==> config.mk <==
export PLATFORM = sky130hd
export DESIGN_NAME = sp1_divider
export DESIGN_NICKNAME = d
export VERILOG_FILES = /design/src/rtl/sp1_divider.sv
export SDC_FILE = /design/constraint.sdc
export NUM_CORES = 1
export LEC_CHECK = 0
export CAP_MARGIN = 20
export CELL_PAD_IN_SITES_DETAIL_PLACEMENT = 2
export CELL_PAD_IN_SITES_GLOBAL_PLACEMENT = 2
export CORE_UTILIZATION = 33
export CTS_CLUSTER_DIAMETER = 40
export CTS_CLUSTER_SIZE = 12
export DETAILED_ROUTE_END_ITERATION = 8
export GPL_ROUTABILITY_DRIVEN = 0
export HOLD_SLACK_MARGIN = 0.1
export PLACE_DENSITY_LB_ADDON = 0.1
export SYNTH_ARGS = -nofsm -noshare
export SYNTH_HDL_FRONTEND = slang
export SYNTH_SLANG_ARGS = --single-unit
==> constraint.sdc <==
create_clock -name i_clk -period 3.47 [get_ports i_clk]
set_clock_uncertainty 0.05 [all_clocks]
set_input_delay 0.694 -clock i_clk [delete_from_list [all_inputs] [get_ports i_clk]]
set_output_delay 0.694 -clock i_clk [all_outputs]
set_load 0.01 [all_outputs]
==> src/rtl/sp1_divider.sv <==
// Multi-cycle unsigned restoring divider: one quotient bit per clock, req/ack start
// handshake, result and divide-by-zero flag held valid until the next accepted request.
module sp1_divider #(
    parameter int unsigned DW = 16
) (
    input  logic          i_clk,
    input  logic          i_rst,
    input  logic          i_req,
    output logic          o_ack,
    input  logic [DW-1:0] i_a,
    input  logic [DW-1:0] i_b,
    output logic [DW-1:0] o_q,
    output logic [DW-1:0] o_r,
    output logic          o_valid,
    output logic          o_dz
);

    localparam int unsigned CW = (DW > 1) ? $clog2(DW) : 1;

    typedef enum logic {
        S_IDLE = 1'b0,
        S_CALC = 1'b1
    } state_t;

    state_t        r_state, w_state_nx;
    logic          r_ack, w_ack_nx;
    logic [CW-1:0] r_cnt, w_cnt_nx;
    logic [DW:0]   r_rem, w_rem_nx;
    logic [DW-1:0] r_dvd, w_dvd_nx;
    logic [DW-1:0] r_dvs, w_dvs_nx;
    logic [DW-1:0] r_quo, w_quo_nx;
    logic [DW-1:0] r_q, w_q_nx;
    logic [DW-1:0] r_r, w_r_nx;
    logic          r_valid, w_valid_nx;
    logic          r_dz, w_dz_nx;

    // One restoring step: shift in the next dividend bit, subtract if it fits.
    logic [DW:0]   w_rem_sh;
    logic          w_fits;
    logic [DW:0]   w_rem_step;
    logic [DW-1:0] w_quo_step;

    always_comb begin
        w_rem_sh   = {r_rem[DW-1:0], r_dvd[DW-1]};
        w_fits     = (w_rem_sh >= {1'b0, r_dvs});
        w_rem_step = w_fits ? (w_rem_sh - {1'b0, r_dvs}) : w_rem_sh;
        w_quo_step = {r_quo[DW-2:0], w_fits};
    end

    always_comb begin
        w_state_nx = r_state;
        w_ack_nx   = r_ack;
        w_cnt_nx   = r_cnt;
        w_rem_nx   = r_rem;
        w_dvd_nx   = r_dvd;
        w_dvs_nx   = r_dvs;
        w_quo_nx   = r_quo;
        w_q_nx     = r_q;
        w_r_nx     = r_r;
        w_valid_nx = r_valid;
        w_dz_nx    = r_dz;

        case (r_state)
            S_IDLE: begin
                if (i_req) begin
                    w_valid_nx = 1'b0;
                    w_dz_nx    = 1'b0;
                    if (i_b == '0) begin
                        // Divide by zero resolves in the accept edge without entering CALC.
                        w_q_nx     = '1;
                        w_r_nx     = i_a;
                        w_dz_nx    = 1'b1;
                        w_valid_nx = 1'b1;
                    end else begin
                        w_state_nx = S_CALC;
                        w_ack_nx   = 1'b0;
                        w_cnt_nx   = CW'(DW - 1);
                        w_rem_nx   = '0;
                        w_dvd_nx   = i_a;
                        w_dvs_nx   = i_b;
                        w_quo_nx   = '0;
                    end
                end
            end
            S_CALC: begin
                w_rem_nx = w_rem_step;
                w_dvd_nx = {r_dvd[DW-2:0], 1'b0};
                w_quo_nx = w_quo_step;
                w_cnt_nx = r_cnt - CW'(1);
                if (r_cnt == '0) begin
                    w_q_nx     = w_quo_step;
                    w_r_nx     = w_rem_step[DW-1:0];
                    w_valid_nx = 1'b1;
                    w_ack_nx   = 1'b1;
                    w_state_nx = S_IDLE;
                end
            end
            default: begin
                w_state_nx = S_IDLE;
                w_ack_nx   = 1'b1;
            end
        endcase
    end

    always_ff @(posedge i_clk) begin
        if (i_rst) begin
            r_state <= S_IDLE;
            r_ack   <= 1'b1;
            r_cnt   <= '0;
            r_rem   <= '0;
            r_dvd   <= '0;
            r_dvs   <= '0;
            r_quo   <= '0;
            r_q     <= '0;
            r_r     <= '0;
            r_valid <= 1'b0;
            r_dz    <= 1'b0;
        end else begin
            r_state <= w_state_nx;
            r_ack   <= w_ack_nx;
            r_cnt   <= w_cnt_nx;
            r_rem   <= w_rem_nx;
            r_dvd   <= w_dvd_nx;
            r_dvs   <= w_dvs_nx;
            r_quo   <= w_quo_nx;
            r_q     <= w_q_nx;
            r_r     <= w_r_nx;
            r_valid <= w_valid_nx;
            r_dz    <= w_dz_nx;
        end
    end

    assign o_ack   = r_ack;
    assign o_q     = r_q;
    assign o_r     = r_r;
    assign o_valid = r_valid;
    assign o_dz    = r_dz;

endmodule

* Word-level counts from Yosys, hierarchy flattened
Cells that the tools add are included.
** Word-level totals
- Bits in registers :: 103
- Input bits :: 35
- Word-level logic and storage cells :: 60
** Cells by class
- Add/subtract/negate cells :: 2
- Magnitude comparators :: 1
- Equal/unequal tests :: 4
- Muxes and demuxes :: 32
- Bitwise gates (word level) :: 2
- Reduce and logical (&&, ||, !) cells :: 8
** Operator list (count)
- 2-to-1 mux 16 bit :: 11
- one-hot mux 16 bit (2 select lines) :: 4
- 2-to-1 mux 15 bit :: 2
- one-hot mux 15 bit (2 select lines) :: 1
- greater-or-equal comparator 17 x 16 -> 1 bit :: 1
- logical NOT 16 bit :: 1
- subtractor 16 bit :: 1
- AND reduction 3 bit :: 3
- 2-to-1 mux 1 bit :: 8
- 2-to-1 mux 4 bit :: 2
- one-hot mux 4 bit (2 select lines) :: 1
- inequality test 2 bit (second input constant) :: 3
- one-hot mux 1 bit (2 select lines) :: 3
- AND reduction 2 bit :: 3
- logical NOT 4 bit :: 1
- subtractor 4 x 1 -> 4 bit (second input constant) :: 1
- inequality test 2 x 1 -> 1 bit (second input constant) :: 1
- inverter 1 bit :: 2

* Logic depth before layout (Yosys ltp)
- Depth after elaboration :: 4
- Mapped depth :: 12
- Mapped depth without buffers :: 11

* Worst setup path after synthesis
Ideal clock, no wire load.
- Path type :: flip-flop to flip-flop
- Start point :: reg r_dvd[15]
- End point :: reg r_r[14] (netlist: o_r[14])
- Setup time :: 0.086 ns
- Arrival time :: 2.357 ns
- Setup slack :: 0.978 ns
- Cell stages (with the launch flop) :: 12
- Buffers on the path :: 0
- Period minus slack after synthesis :: 2.492 ns
- Path through :: dfxtp_1 inv_1 ha_1 inv_1 fa_1 a21o_1 a311o_1 a211o_1 a21oi_1 xnor2_1 mux2i_1 a211oi_1
** Between the ends
- Word-level cells in the longest chain between the ends :: 4
- Elaborated cells between the ends (all ways) :: 5
** Ends and longest elaborated chain
- from (decl) :: line 29 : logic [DW-1:0] r_dvd, w_dvd_nx;
- from (signal assigned) :: line 123 : r_dvd <= w_dvd_nx;
- subtractor 16 bit or greater-or-equal comparator 17 x 16 -> 1 bit (tied branches) :: line 46, 45
- 2-to-1 mux 16 bit (*) :: line 46 : w_rem_step = w_fits ? (w_rem_sh - {1'b0, r_dvs}) : w_rem_sh;
- 2-to-1 mux 16 bit (*) :: line 90 : if (r_cnt == '0) begin
- one-hot mux 16 bit (2 select lines) (*) :: line 63 : case (r_state)
- to (signal assigned) :: line 127 : r_r <= w_r_nx;
- to (decl) :: line 33 : logic [DW-1:0] r_r, w_r_nx;
Mark *: on every way between the ends. The rest lies on a longest branch, timed or not. The select of a mux whose other input is x is not followed.
A chain may end at the register's enable or synchronous reset.

* Final worst setup path
Ends and elaborated chain as after synthesis.

==> qor.yml <==
floorplan:
  start_util_pct: 33.60
  die_width_um: 126.2
  die_area_mm2: 0.01592
  ios: 70
  num_rows: 45
  core_mm2: 0.01515
  die_h_um: 126.2
routing:
  wire_per_inst_um: 19.27
  drtAntennaViolNets: 0
  via_count: 4637
  totalWireLength_mm: 16.71
  drt_iter0_drc: 232
  drcViolationCount: 0
  vias_per_cell: 5.348
  drtPass1Iterations: 4
yosys:
  async_flop_share_pct: 0
  synth.distinct_cells: 66
  synthesis.area_mm2: 0.005089
  ys_seq_area_share_pct: 40.52
  synth_ff_type: "dfxtp_1"
  avgSynthCellArea_um2: 8.221
  synth_cells: 619
  synth_enable_flop_cells: 0
  synth-seq-cells: 103
  synth_nets: 672
  yosys_warnings: 0
timing:
  final.period_utilization_pct: 85.30
  finalCriticalPeriod_ns: 2.960
  setup_violations: 0
  report.final.hold_viol_count: 0
  fin_tns_setup_ns: 0
  drv_slew: 0
  worst_slew_pin_slew_ns: 0.7284
  relSlewSlack_pct: 51.44
  rsz0062_at_grt: "no"
  fmax_mhz: 337.9
clocking:
  cts_resized: 0
  cts_max_path_buffers: 2
  cts.clk_slew.worst_paths_ns: 0.07
  clk_latency_ns: 0.36
  htreeDepth: 3
  cts_buffers: 9
  cts_tree: "built"
  cts.sinks: 103
  cts_root_buf: "clkbuf_16"
  ctsHoldBuffers: 0
  postCtsSetupRepairBufs: 0
critical_path:
  required_ns: 3.69
  critPathLaunchType: "register"
  r2r_slack_ns: 0.51
  arrival_ns: 3.18
  r2r_cells: 11
  regToRegStartpoint: "r_dvd[15]"
  critical_path_class: "register to register"
  r2r-end: "o_r[14]"
  cp_max_fo: 3
  end_kind: "register"
cells_and_area:
  area_growth_pct: 22.65
  n_fill_cell: 1694
  drive_gt1_share_pct: 7.511
  fin_nets: 727
  antenna_cells: 0
  seqCellArea_mm2: 0.002063
  finalCoreUtilization_pct: 41.21
  multiInputGateArea_mm2: 0.002730
global_routing:
  antenna_found_initial: 0
  grt_start_max_net_pins: 70
  grt_pass1_vias: 5041
  grt_usage_pct: 22.25
  grt_first_pass_wirelength_mm: 27.49
  grt_overflow_total: 0
power_and_ir_drop:
  leakage_nw: 2.370
  power_density_mw_per_mm2: 812.4
  peakVddDrop_mv: 0.3416
worst_hold_path:
  hold_path.startpoint: "r_rem[4]"
  hold_depth: 2
  hold_path_end: "r_rem[4]"
  min_path_type: "register to register"
placement:
  port_buffers: 69
  dpl.hpwl_mm: 12.69
run_status:
  status: "finished, final reports clean"
run:
  drv_cap: 0
-- cells in the mapped netlist, types with 2 or more instances --
library cell | n | area [um2]
a221oi_1 | 2 | 17.52
o21ai_1 | 5 | 25.02
o21ai_0 | 21 | 105.1
a311oi_1 | 3 | 26.28
buf_6 | 2 | 22.52
a211oi_1 | 8 | 60.06
mux2i_1 | 37 | 370.4
nand2b_1 | 4 | 25.02
nor3_1 | 37 | 185.2
nand3_1 | 6 | 30.03
nor4_1 | 7 | 43.79
xnor2_1 | 11 | 96.34
nor2b_1 | 3 | 18.77
dfxtp_1 | 103 | 2062
nand2_1 | 58 | 217.7
nand4_1 | 4 | 25.02
clkbuf_1 | 24 | 90.09
xor2_1 | 3 | 26.28
a32oi_1 | 2 | 17.52
buf_4 | 2 | 15.01
o31ai_1 | 2 | 15.01
o21a_1 | 2 | 15.01
inv_1 | 22 | 82.58
o31a_1 | 2 | 17.52
buf_1 | 4 | 15.01
and3_1 | 18 | 112.6
o22ai_1 | 7 | 43.79
ha_1 | 17 | 212.7
a21o_1 | 2 | 15.01
o21bai_1 | 2 | 15.01
a31o_2 | 2 | 17.52
and2_1 | 2 | 12.51
or3_1 | 4 | 25.02
a21oi_1 | 72 | 360.4
buf_2 | 9 | 45.04
nor2_1 | 80 | 300.3
-- sequential cells by signal, summed over array words and instances (netlist names) --
register  flops
r_state       1
o_q          16
r_dvd        16
r_dvs        16
o_dz          1
o_ack         1
r_cnt         4
o_valid       1
r_rem        16
o_r          16
r_quo        15
-- power breakdown --
part | switching, W | internal (W) | total (W)
sequential | 0.000120 | 0.00131 | 0.00143
clock | 0.000490 | 0.000568 | 0.00106
combinational | 0.00152 | 0.00106 | 0.00258
-- cell type report --
class,count,area share (%)
Multi-Input combinational cell,450,43.74
Inverter,23,1.383
Tap cell,188,3.769
Clock buffer,9,3.609
Sequential cell,103,33.06
Clock inverter,7,1.283
Timing Repair Buffer,87,13.15
-- cell families after synthesis --
kind of cell / synth area share (%)
simple gates: 21.81
compound gates: 17.53
flops: 40.52
buf+inv: 5.876
mux: 7.278
fa+ha+maj: 4.573
xor+xnor: 2.410
-- cells in the final DEF, fill, tap and decap left out, types with 3 or more instances in the layout --
| master | instances |
|---|---|
| clkdlybuf4s50_1 | 68 |
| nand2b_1 | 4 |
| o21ai_1 | 5 |
| or3_1 | 4 |
| nand2_1 | 58 |
| buf_4 | 18 |
| nand4_1 | 4 |
| a21oi_1 | 72 |
| nor3_1 | 37 |
| a311oi_1 | 3 |
| o22ai_1 | 7 |
| xnor2_1 | 11 |
| inv_1 | 22 |
| ha_1 | 17 |
| dfxtp_1 | 102 |
| xor2_1 | 3 |
| nor4_1 | 7 |
| nand3_1 | 6 |
| nor2_1 | 80 |
| mux2i_1 | 37 |
| o21ai_0 | 21 |
| a211oi_1 | 8 |
| and3_1 | 18 |
| clkbuf_16 | 9 |
-- worst max-delay path, stage by stage (launching register included) --
cell	delay (ns)
dfxtp_1	0.36
inv_1	0.10
ha_1	0.17
inv_1	0.06
fa_1	0.41
a21o_1	0.23
a311o_1	0.40
a211o_1	0.32
a21oi_1	0.20
xnor2_1	0.16
mux2i_1	0.14
a211oi_1	0.26
-- metrics by stage --
stage	total power (W)	hold slack, ns	instance area (um2)	std cells	worst slack [ns]
6_report	0.005070	0.4414	6241	867	0.5102
5_1_grt	0.005384	0.4596	6241	867	0.2905
4_1_cts	0.005131	0.4471	6241	867	0.4930
3_5_place_dp	0.004043	0.4257	5936	851	0.2841
3_3_place_gp	0.003977	0.4159	5936	851	0.4244
2_1_floorplan	0.003396	0.3957	5089	619	0.9777
-- worst max-delay path by stage --
stage               startpoint  endpoint  slack (ns)  cells past startpoint
floorplan            r_dvd[15]   o_r[14]        0.98                     11
detailed placement      i_b[7]    o_r[6]        0.28                      8
finish               r_dvd[15]   o_r[14]        0.51                     11
CTS                  r_dvd[15]   o_r[14]        0.49                     11
global route          r_dvs[4]    o_r[4]        0.29                     10
global placement        i_b[2]   o_r[15]        0.42                      9
-- layer usage --
layer / global-route usage (%) / vias up / part of all wire [%]
met5: 0 / - / 0
met4: 4.607 / 0 / 0.86
met3: 4.545 / 10 / 3.2
met2: 37.21 / 76 / 48
met1: 29.53 / 2271 / 48
li1: - / 2280 / -
No activity file was read; power rests on OpenSTA's default activity.
